File: src/rtl/cpu_pkg.sv
// Shared fetch-path constants and the entry type carried by the prefetch queue.
package cpu_pkg;

    localparam int unsigned ADDR_W = 32;
    localparam int unsigned INST_W = 32;
    localparam logic [ADDR_W-1:0] RESET_PC = 32'h1c00_0000;

    typedef struct packed {
        logic [ADDR_W-1:0] pc;
        logic [INST_W-1:0] inst;
    } fetch_entry_t;

endpackage

File: src/rtl/ifq_fifo.sv
// Generic synchronous FIFO with flush; wrap-bit pointers give count 0..DEPTH.
module ifq_fifo
    import cpu_pkg::*;
#(
    parameter int unsigned DEPTH = 4,
    parameter type T = fetch_entry_t,
    localparam int unsigned PW = $clog2(DEPTH)
) (
    input  logic        clk,
    input  logic        resetn,
    input  logic        push,
    input  T            push_data,
    input  logic        pop,
    input  logic        flush,
    output logic        full,
    output logic        empty,
    output logic [PW:0] count,
    output T            head
);

    logic [PW:0] r_wptr;
    logic [PW:0] r_rptr;
    T            r_mem [DEPTH];

    assign count = r_wptr - r_rptr;
    assign full  = (count == (PW+1)'(DEPTH));
    assign empty = (r_wptr == r_rptr);
    assign head  = r_mem[r_rptr[PW-1:0]];

    // Push while full is legal only together with a pop: the slot written is the head being read out.
    always_ff @(posedge clk or negedge resetn) begin
        if (!resetn) begin
            r_wptr <= '0;
            r_rptr <= '0;
            for (int unsigned i = 0; i < DEPTH; i++) begin
                r_mem[i] <= '0;
            end
        end else if (flush) begin
            r_wptr <= '0;
            r_rptr <= '0;
        end else begin
            if (push) begin
                r_mem[r_wptr[PW-1:0]] <= push_data;
                r_wptr                <= r_wptr + 1'b1;
            end
            if (pop) begin
                r_rptr <= r_rptr + 1'b1;
            end
        end
    end

endmodule

File: src/rtl/if_prefetch_queue.sv
// Instruction-fetch prefetch queue: credit-limited sequential fetch, in-order delivery, one-cycle redirect flush.
// Optional IFQ_BYPASS_EN: a response arriving at an empty queue is presented to ID in the same cycle.
module if_prefetch_queue
    import cpu_pkg::*;
#(
    parameter int unsigned       DEPTH    = 4,
    parameter int unsigned       ADDR_W   = cpu_pkg::ADDR_W,
    parameter int unsigned       INST_W   = cpu_pkg::INST_W,
    parameter logic [ADDR_W-1:0] RESET_PC = cpu_pkg::RESET_PC
) (
    input  logic              clk,
    input  logic              resetn,
    input  logic              redirect_valid,
    input  logic [ADDR_W-1:0] redirect_pc,
    output logic              inst_sram_en,
    output logic [ADDR_W-1:0] inst_sram_addr,
    input  logic [INST_W-1:0] inst_sram_rdata,
    output logic              out_valid,
    input  logic              out_allowin,
    output logic [ADDR_W-1:0] out_pc,
    output logic [INST_W-1:0] out_inst
);

    localparam int unsigned PW = $clog2(DEPTH);

    logic [ADDR_W-1:0] r_fetch_pc;
    logic              r_inflight_valid;
    logic [ADDR_W-1:0] r_inflight_pc;

    logic              w_full;
    logic              w_empty;
    logic [PW:0]       w_count;
    fetch_entry_t      w_head;
    fetch_entry_t      w_resp;
    logic              w_resp_bypass;
    logic              w_redirect;
    logic              w_pop;
    logic              w_fifo_pop;
    logic              w_push;
    logic [PW+1:0]     w_outstanding;
    logic              w_issue;

    assign w_redirect    = resetn & redirect_valid;
    assign w_resp.pc     = r_inflight_pc;
    assign w_resp.inst   = inst_sram_rdata;
    assign w_outstanding = {1'b0, w_count} + (PW+2)'(r_inflight_valid);

`ifdef IFQ_BYPASS_EN
    assign w_resp_bypass = r_inflight_valid & w_empty;
`else
    assign w_resp_bypass = 1'b0;
`endif

    always_comb begin
        out_valid = ~w_redirect & (~w_empty | w_resp_bypass);
        out_pc    = w_head.pc;
        out_inst  = w_head.inst;
        if (w_resp_bypass) begin
            out_pc   = w_resp.pc;
            out_inst = w_resp.inst;
        end
        w_pop      = out_valid & out_allowin;
        w_fifo_pop = w_pop & ~w_empty;
        // A bypassed response that ID takes immediately never occupies a slot.
        w_push     = r_inflight_valid & ~w_redirect & ~(w_resp_bypass & w_pop)
                   & (~w_full | w_fifo_pop);
        w_issue    = resetn & (w_redirect | (w_outstanding < (PW+2)'(DEPTH)) | w_pop);
        inst_sram_en   = w_issue;
        inst_sram_addr = w_redirect ? redirect_pc : r_fetch_pc;
    end

    always_ff @(posedge clk or negedge resetn) begin
        if (!resetn) begin
            r_fetch_pc       <= RESET_PC;
            r_inflight_valid <= 1'b0;
            r_inflight_pc    <= '0;
        end else if (w_issue) begin
            r_fetch_pc       <= inst_sram_addr + ADDR_W'(4);
            r_inflight_valid <= 1'b1;
            r_inflight_pc    <= inst_sram_addr;
        end else begin
            r_inflight_valid <= 1'b0;
        end
    end

    ifq_fifo #(
        .DEPTH (DEPTH),
        .T     (fetch_entry_t)
    ) u_fifo (
        .clk       (clk),
        .resetn    (resetn),
        .push      (w_push),
        .push_data (w_resp),
        .pop       (w_fifo_pop),
        .flush     (w_redirect),
        .full      (w_full),
        .empty     (w_empty),
        .count     (w_count),
        .head      (w_head)
    );

endmodule
File: config.mk
export PLATFORM = sky130hd
export DESIGN_NAME = if_prefetch_queue
export DESIGN_NICKNAME = d
export VERILOG_FILES = /design/src/rtl/cpu_pkg.sv /design/src/rtl/ifq_fifo.sv /design/src/rtl/if_prefetch_queue.sv
export SDC_FILE = /design/constraint.sdc
export NUM_CORES = 1
export LEC_CHECK = 0
export CORE_ASPECT_RATIO = 0.8
export CORE_MARGIN = 5
export CORE_UTILIZATION = 45
export CTS_CLUSTER_DIAMETER = 200
export CTS_CLUSTER_SIZE = 14
export DETAILED_ROUTE_END_ITERATION = 10
export GPL_TIMING_DRIVEN = 1
export HOLD_SLACK_MARGIN = 0.05
export PLACE_DENSITY_LB_ADDON = 0.08
export SYNTH_ARGS = -nofsm -noshare
export SYNTH_HDL_FRONTEND = slang
export SYNTH_HIERARCHICAL = 1
export SYNTH_SLANG_ARGS = --single-unit
File: constraint.sdc
create_clock -name clk -period 2.8 [get_ports clk]
set_input_delay 0.56 -clock clk [delete_from_list [all_inputs] [get_ports clk]]
set_output_delay 0.56 -clock clk [all_outputs]
set_load 0.005 [all_outputs]
# Word-level counts from Yosys, hierarchy flattened
# Cells that the tools add are included.
# classes
magnitude_cmp,4
n_reduce_logical,4
n_eq_ne,2
bitwise_logic,15
addsub,5
mux,12
# ops
op,n
bitwise mux 256 bit,1
two-way mux 64 bit,3
binary-select mux 64 bit (select 2 bit),1
demux 64 bit (select 2 bit),1
"adder 32 x 3 -> 32 bit, second input constant",1
two-way mux 32 bit,1
two-way mux 3 bit,4
AND 1 bit,7
"adder 3 x 1 -> 3 bit, second input constant",2
"greater-or-equal comparator 3 bit, second input constant",2
NOT 2 -> 3 bit,2
adder 3 x 1 -> 4 bit,1
"less-than comparator 4 x 3 -> 1 bit, second input constant",1
nonzero test 2 bit,2
equality test 3 bit,1
"equality test 3 bit, second input constant",1
"less-than comparator 3 x 1 -> 1 bit, second input constant",1
NOT 1 bit,3
bitwise OR 1 bit,3
subtractor 3 bit,1
AND reduction 2 bit,1
logical AND 1 bit,1
two-way mux 1 bit,1
# word_totals
input_bits,68
regBits,327
out_inout_bits,98

# Depth between registers and ports, before layout
# Gate-level depths: netlist of run 1.
# depth
ltp_word,9
mapped_depth,14
ltp_nobuf,11

# Cells and area by module
# Netlist of run 1, hierarchy kept.
# by_module_without_submodules
module,n_inst,area_each_um2,cells_per_inst,seq_area_each_um2
ifq_fifo,1,12804.8,663,6556.3
if_prefetch_queue,1,3763.6,423,1580.3

# Least setup slack after synthesis of run 1
# OpenSTA, ideal clock, no wires.
# synth_timing
kind,reg-to-reg
startpoint,register u_fifo.r_rptr[1]
endpoint,register u_fifo/r_mem[100] (netlist bit)
setup_ns,0.125
path_buffers,5
path_stages_with_launch,14
arrival_time_ns,2.939
period_less_slack_ns,3.064
path_slack_ns,-0.264
path_cell_list,dfrtp_1 buf_2 buf_2 inv_1 fa_1 or3b_2 mux2i_1 nor2_1 o21a_1 buf_6 nand3b_4 buf_8 buf_12 mux2_4
# synth_via
word_cells_on_any_way,11
# synth_lines
item,line,rtl
start: declaration,ifq_fifo.sv:22,logic [PW:0] r_rptr;
start signal: assignment,ifq_fifo.sv:47,r_rptr <= r_rptr + 1'b1;
subtractor 3 bit,ifq_fifo.sv:25,assign count = r_wptr - r_rptr;
named net w_count[1],if_prefetch_queue.sv:32,logic [PW:0] w_count;
equality test 3 bit,ifq_fifo.sv:26,assign full = (count == (PW+1)'(DEPTH));
named net w_full,if_prefetch_queue.sv:30,logic w_full;
NOT 1 bit,if_prefetch_queue.sv:66,& (~w_full | w_fifo_pop);
bitwise OR 1 bit,if_prefetch_queue.sv:66,
AND 1 bit,if_prefetch_queue.sv:66,
named net w_push,if_prefetch_queue.sv:39,logic w_push;
AND reduction 2 bit (no line),--,
end signal: indexed assignment,ifq_fifo.sv:43,r_mem[r_wptr[PW-1:0]] <= push_data;
end: declaration,ifq_fifo.sv:23,T r_mem [DEPTH];
# The timed path passes the listed nets, and every way through them passes these cells.
# A chain may end at the register's enable or synchronous reset.

# Final worst setup path of run 1
# layout_timing
startpoint,register u_fifo.r_rptr[0]
endpoint,register u_fifo/r_mem[51] (netlist bit)
# Same word-level chain as after synthesis.

==> flow_metrics.env, run 1 <==
export IMPL_outcome="finished with violations"
export IMPL_violations="setup timing"
export IMPL_port_buffers=165
export IMPL_r2r_slack_ps=-230
export IMPL_setup_ws_ps=-230
export IMPL_initial_utilization_pct=45.8
export IMPL_power_leakage_nw=10.3
export IMPL_grt_pass1_wl_um=65300
export IMPL_synth_nets=1163
export IMPL_cp_cell_sequence="ha_4 > inv_2 > fa_2 > or3b_4 > mux2i_1 > nor2_1 > o21a_2 > buf_12 > nand3b_4 > buf_16 > mux2_4"
export IMPL_p_per_area_mw_per_mm2=1090
export IMPL_antenna_found_initial=0
export IMPL_dr_pass1_iters=4
export IMPL_cap_violations=0
export IMPL_clock_path_buffers=3
export IMPL_syn_area_mm2=0.0166
export IMPL_max_stage_delay_ps=490
export IMPL_start_kind="flip-flop"
export IMPL_rr_startpoint="u_fifo/r_rptr[0]$_DFFE_PN0P_"
export IMPL_synth_area_leaders="dfrtp_1, mux2_4, mux4_2, buf_12, nand2_1"
export IMPL_grt_start_max_net_pins=117
export IMPL_syn_inst=1086
export IMPL_tightest_slew_ps=1020
export IMPL_fmax_ghz=0.330
export IMPL_crit_required_ps=3230
export IMPL_areaGrowthSynthToFinish_pct=26.7
export IMPL_synth_top_area_share_pct=48.6
export IMPL_clock_root_buffer="clkbuf_16"
export IMPL_busiest_layer="met2"
export IMPL_async_flop_share_pct=100
export IMPL_dr_total_vias=10000
export IMPL_wl_um=42800
export IMPL_ant_nets=0
export IMPL_clockPowerShare_pct=15.2
export IMPL_rr_worst_depth=11
export IMPL_ir_worst_vdd_mv=0.476
export IMPL_synth_seq_cells=325
export IMPL_tritoncts="done"
export IMPL_arrival_ps=3460
export IMPL_fin_cells=1883
export IMPL_drv_slew=0
export IMPL_dp_hpwl_um=25500
export IMPL_cp_num_buf_inv=3
export IMPL_synthTopCellsByCount="dfrtp_1, mux2_4, nand2_1"
export IMPL_combPwrFrac_pct=47.9
export IMPL_fin_crit_sh_pct=108
export IMPL_switchingPower_mw=7.22
export IMPL_clock_sinks=325
export IMPL_synth_most_common_cell="dfrtp_1"
export IMPL_io_pins=166
export IMPL_grt_use_total_pct=20.3
export IMPL_power_frac_seq_pct=36.9
export IMPL_fin_skew_ps=19.1
export IMPL_layout_drive_gt1_share_pct=42.9
export IMPL_die_h_um=182
export IMPL_period_minus_slack_ps=3030
export IMPL_grt_overflow_total=0
export IMPL_grtUsageMet3_pct=2.87
export IMPL_place_congestion=0.827
export IMPL_hold_violations=0
export IMPL_use_met1_pct=30.1
export IMPL_htree_levels=1
export IMPL_hold_class="in -> async"
export IMPL_path_class="reg -> reg"
export IMPL_cp_end_kind="flip-flop"
export IMPL_ys_types=59
export IMPL_r2r_end="u_fifo/r_mem[51]$_DFFE_PN0P_"
export IMPL_path_max_fanout=29
export IMPL_rsz0062_at_grt="yes"
export IMPL_placed_cells=1786
export IMPL_grt_pass1_vias=10400
export IMPL_drt_iter0_drc=558
export IMPL_num_fill_cells=2928
export IMPL_clkLatencyLatePin_ps=560
export IMPL_n_antenna_cell=0
export IMPL_grt_util_met2_pct=32.1
export IMPL_final_area_mm2=0.0210
export IMPL_core_mm2=0.0361
export IMPL_rows=62
export IMPL_setup_viol=309
export IMPL_synth_edff_count=0
export IMPL_vias_per_cell=5.32
export IMPL_finalNetCount=1470
export IMPL_syn_area_per_cell_um2=15.3
export IMPL_drcViolationCount=0
export IMPL_wl_per_cell_um=22.7
export IMPL_synth_main_ff_cell="dfrtp_1"
export IMPL_dieWidth_um=225
export IMPL_die_area_mm2=0.0408
export IMPL_crit_slowest_cell="dfrtp_4"
export IMPL_seq_area_frac_synth_pct=49.1
export IMPL_maxSlewHeadroom_pct=32.2
export IMPL_yosys_area_top_type="dfrtp_1"
export IMPL_clk_pin_slew_worst_paths_ps=80
export IMPL_swShare_pct=31.5
export IMPL_post_dp_cell_area_mm2=0.0192
export IMPL_cts_buffers=27
export IMPL_internal_power_mw=15.7
export IMPL_yosys_warnings=6
export IMPL_path_delay_family="adder cells"
==> logic make-up after synthesis <==
kind of cell	share of synthesized area, %
XOR/XNOR	1.11
AND/OR/NAND/NOR	7.06
buffers and inverters	5.47
AO/OA/AOI/OAI	3.08
adder cells (fa/ha/maj)	0.725
flip-flops	49.1
multiplexers	33.4
==> power groups by stage <==
stage / clock [mW] / combinational (mW) / sequential [mW]
after floorplan: 0 / 6.77 / 7.90
after global placement: 0 / 10.1 / 8.39
after detailed placement: 0 / 10.3 / 8.40
after CTS: 3.59 / 10.9 / 8.41
after global routing: 3.76 / 11.8 / 8.73
final: 3.49 / 11.0 / 8.46
==> through the flow <==
step                power, mW  hold slack [ps]  setup TNS (ps)  util [%]  worst slack [ps]
floorplan                14.7              264               0         -              10.2
global placement         18.5              388          -34890      53.0              -368
detailed placement       18.7              389          -45280      53.0              -372
CTS                      22.9              490          -41650      57.3              -204
global route             24.2              255          -68690      58.1              -296
finish                   22.9              208          -47530      58.1              -230
==> layer usage <==
| layer | share of wire (%) | vias to the layer above |
|---|---|---|
| met5 | 0 | - |
| met4 | 2.2 | 0 |
| met3 | 3.5 | 48 |
| met2 | 47 | 173 |
| met1 | 47 | 5258 |
| li1 | - | 4546 |
==> cell usage in the layout (no fill, tap or decap), drive strengths merged, types with 8 or more instances in the layout <==
cell type      instances
nand3                 12
nand2                108
mux2                 263
dfrtp                322
inv                   24
nand4                 21
ha                     8
a21oi                 10
clkdlybuf4s15         11
o21ai                 47
clkbuf                57
dlygate4sd2           32
nor2                  31
mux4                  64
and3                   9
mux2i                 21
xnor2                 19
nand3b                 8
buf                  178
clkdlybuf4s50         99
==> sequential cells by signal, summed over array words and instances (netlist names) <==
name and count:
r_fetch_pc 32, r_inflight_pc 30, r_inflight_valid 1, u_fifo/r_mem 256, u_fifo/r_rptr 3, u_fifo/r_wptr 3
==> worst max-delay path by stage <==
stage	startpoint	endpoint	slack, ps	depth (start not counted)
finish	u_fifo/r_rptr[0]$_DFFE_PN0P_	u_fifo/r_mem[51]$_DFFE_PN0P_	-230	11
global route	u_fifo/r_rptr[0]$_DFFE_PN0P_	u_fifo/r_mem[51]$_DFFE_PN0P_	-300	11
CTS	u_fifo/r_rptr[0]$_DFFE_PN0P_	u_fifo/r_mem[247]$_DFFE_PN0P_	-200	11
detailed placement	redirect_valid	inst_sram_addr[13]	-370	7
global placement	redirect_valid	inst_sram_addr[13]	-370	7
floorplan	u_fifo/r_rptr[1]$_DFFE_PN0P_	u_fifo/r_mem[100]$_DFFE_PN0P_	10	13
==> cell type report <==
type | instances | area, um^2 | share of cell area [%]
sequential | 325 | 8140 | 38.8
multi-input combinational | 670 | 7650 | 36.5
timing repair buffer | 345 | 3770 | 18.0
clock buffer | 38 | 717 | 3.41
tap | 480 | 601 | 2.86
inverter | 24 | 95.1 | 0.453
clock inverter | 1 | 16.3 | 0.0775
==> timing repair <==
| action | 4_1_cts | 5_1_grt |
|---|---|---|
| buffers inserted | 27 | 17 |
| hold endpoints to repair | 32 | 0 |
| hold buffers | 1 | 0 |
| setup endpoints to repair | 351 | 394 |
| pin swaps | 2 | 3 |
| resized for setup | 156 | 52 |
| cloned | 13 | 9 |
(Power assumes the default switching activity.)
==> run 2: changes to the inputs <==
- DONT_BUFFER_PORTS: unset -> 1
==> run 2 against run 1 <==
The run ends with hold timing, setup timing left. Final cell count fell by 12%. Clock skew fell by 1.4 ps. Sequential power barely moved. Critical path depth rose by 2. Register-to-register slack got worse by 60 ps. Fmax fell by 1.9%. Critical path type unchanged. Largest cell class unchanged.
==> flow_metrics.env, run 2 (same netlist as run 1, synthesis figures left out) <==
export IMPL_outcome="finished with violations"
export IMPL_violations="hold timing, setup timing"
export IMPL_period_minus_slack_ps=3090
export IMPL_p_per_area_mw_per_mm2=1110
export IMPL_cp_num_buf_inv=5
export IMPL_regArea_mm2=0.00814
export IMPL_drv_slew=0
export IMPL_grt_pass1_wl_um=61100
export IMPL_tightest_slew_ps=622
export IMPL_vias_per_cell=5.51
export IMPL_grt_use_total_pct=19.0
export IMPL_wl_um=42900
export IMPL_dr_pass1_iters=4
export IMPL_cts_buffers=27
export IMPL_route_layer_met1_wl_um=20400
export IMPL_hold_violations=322
export IMPL_grt_start_max_net_pins=342
export IMPL_clkLatencyLatePin_ps=550
export IMPL_route_met3_wl_um=2150
export IMPL_cap_violations=0
export IMPL_clk_pin_slew_worst_paths_ps=70
export IMPL_place_congestion=0.752
export IMPL_final_common_cell="dfrtp_1"
export IMPL_power_leakage_nw=9.29
export IMPL_io_pins=166
export IMPL_reg_largest_list="u_fifo/r_mem (256), r_fetch_pc (32), r_inflight_pc (30)"
export IMPL_placed_cells=1560
export IMPL_n_antenna_cell=0
export IMPL_cp_end_kind="flip-flop"
export IMPL_path_delay_family="adder cells"
export IMPL_dp_hpwl_um=25400
export IMPL_path_max_fanout=7
export IMPL_dieWidth_um=225
export IMPL_route_met2_wl_um=19700
export IMPL_final_util_pct=52.9
export IMPL_areaGrowthSynthToFinish_pct=15.5
export IMPL_clock_root_buffer="clkbuf_16"
export IMPL_initial_utilization_pct=45.8
export IMPL_p_total_mw=21.2
export IMPL_core_mm2=0.0361
export IMPL_drt_iter0_drc=529
export IMPL_fin_cells=1652
export IMPL_max_stage_delay_ps=500
export IMPL_crit_required_ps=3230
export IMPL_wl_per_cell_um=26.0
export IMPL_crit_slowest_cell="dfrtp_4"
export IMPL_maxSlewHeadroom_pct=57.3
export IMPL_tritoncts="done"
export IMPL_grt_overflow_total=0
export IMPL_die_h_um=182
export IMPL_die_area_mm2=0.0408
export IMPL_port_buffers=0
export IMPL_largest_reg_flops=256
export IMPL_finalNetCount=1240
export IMPL_setup_ws_ps=-288
export IMPL_grt_pass1_vias=9425
export IMPL_setup_viol=257
export IMPL_rsz0062_at_grt="yes"
export IMPL_path_class="reg -> reg"
export IMPL_ir_worst_vdd_mv=0.485
export IMPL_num_fill_cells=3025
export IMPL_fin_skew_ps=17.7
export IMPL_hold_slack_ps=-284
export IMPL_htree_levels=1
export IMPL_final_cell_mix="dfrtp_1, mux2_4, nand2_1"
export IMPL_fin_crit_sh_pct=110
export IMPL_dr_total_vias=9096
export IMPL_cp_cell_sequence="ha_4 > inv_2 > fa_2 > buf_4 > or3b_4 > mux2i_1 > nor2_1 > o21a_2 > nand3b_4 > buf_12 > buf_12 > clkbuf_16 > mux2_4"
export IMPL_clock_path_buffers=3
export IMPL_hold_class="in -> async"
export IMPL_multi_input_area_mm2=0.00760
export IMPL_layout_drive_gt1_share_pct=44.3
export IMPL_ant_nets=0
export IMPL_fmax_ghz=0.324
export IMPL_topRoutingLayerUsed="met5"
export IMPL_rows=62
export IMPL_arrival_ps=3520
export IMPL_crit_top_cell="buf_12"
export IMPL_regMostFlops="u_fifo/r_mem"
export IMPL_drcViolationCount=0
export IMPL_start_kind="flip-flop"
export IMPL_clock_sinks=325
export IMPL_antenna_found_initial=1
-- run 2: cell types whose count changed in the layout (fill, tap and decap cells not counted), moves of 5 or more --
cell             before  now
mux2_4              258  249
clkdlybuf4s15_1      11    0
dlygate4sd2_1        32    0
buf_4               114   37
clkbuf_2             11    0
clkbuf_16            35   54
buf_12               32   26
mux2_2                5   14
clkdlybuf4s50_1      99    0
dlymetal6s2s_1        5    0
-- run 2: power by group --
group          switching [mW]  total, mW  internal (mW)  leakage, nW
combinational            3.55       9.25           5.70         4.88
sequential               1.57       8.47           6.90         4.06
clock                    1.71       3.47           1.76        0.351
-- run 2: worst reg2reg max path: cells and delay by family (launching register included) --
family	cells	cell delay, ps
adders and majority gates	2	610
buffers and inverters	5	610
muxes	2	430
AOI/OAI and AO/OA	1	280
DFF	1	500
and+or+nand+nor	3	540
-- run 2: stage by stage --
stage | cell area, um^2 | worst slack (ps) | hold slack (ps) | setup TNS, ps
after floorplan | 16600 | 10.2 | 264 | 0
after global placement | 17100 | -235 | 280 | -46000
after detailed placement | 17100 | -233 | 278 | -47600
after CTS | 18000 | -386 | -318 | -76930
after global routing | 19100 | -358 | -309 | -73240
final | 19100 | -288 | -284 | -56190
-- run 2: final cells by class --
type	instances	share of cell area (%)
well taps	480	3.14
repair buffers	116	10.2
clock inverters	1	0.0850
multi-input cells	669	39.7
inverters	24	0.517
clock buffers	37	3.73
flip-flops and latches	325	42.6
-- run 2: layer usage --
| layer | global-route usage, % | up-vias |
|---|---|---|
| met3 | 4.96 | 37 |
| met5 | 0 | - |
| met4 | 3.46 | 2 |
| met2 | 29.3 | 168 |
| li1 | - | 4058 |
| met1 | 27.5 | 4831 |
-- run 2: path summary, 6_finish.rpt --
path / start / endpoint / slack [ps] / depth (start not counted)
worst max register to register: u_fifo/r_rptr[0]$_DFFE_PN0P_ / u_fifo/r_mem[178]$_DFFE_PN0P_ / -290 / 13
min in group clk: redirect_pc[1] / r_fetch_pc[1]$_DFFE_PN0P_ / 130 / 2
worst min-delay path: resetn / u_fifo/r_mem[75]$_DFFE_PN0P_ / -280 / 0
worst max-delay path: u_fifo/r_rptr[0]$_DFFE_PN0P_ / u_fifo/r_mem[178]$_DFFE_PN0P_ / -290 / 13
max in group asynchronous: resetn / u_fifo/r_mem[108]$_DFFE_PN0P_ / 2650 / 0
worst min register to register: r_fetch_pc[26]$_DFFE_PN1P_ / r_fetch_pc[26]$_DFFE_PN1P_ / 480 / 2
-- run 2: what timing repair did --
action,4_1_cts,5_1_grt
gates cloned,3,29
setup buffers,4,19
pin swaps,6,5
setup endpoints to repair,321,297
endpoints found under the hold margin,325,325
gates resized for setup,20,40
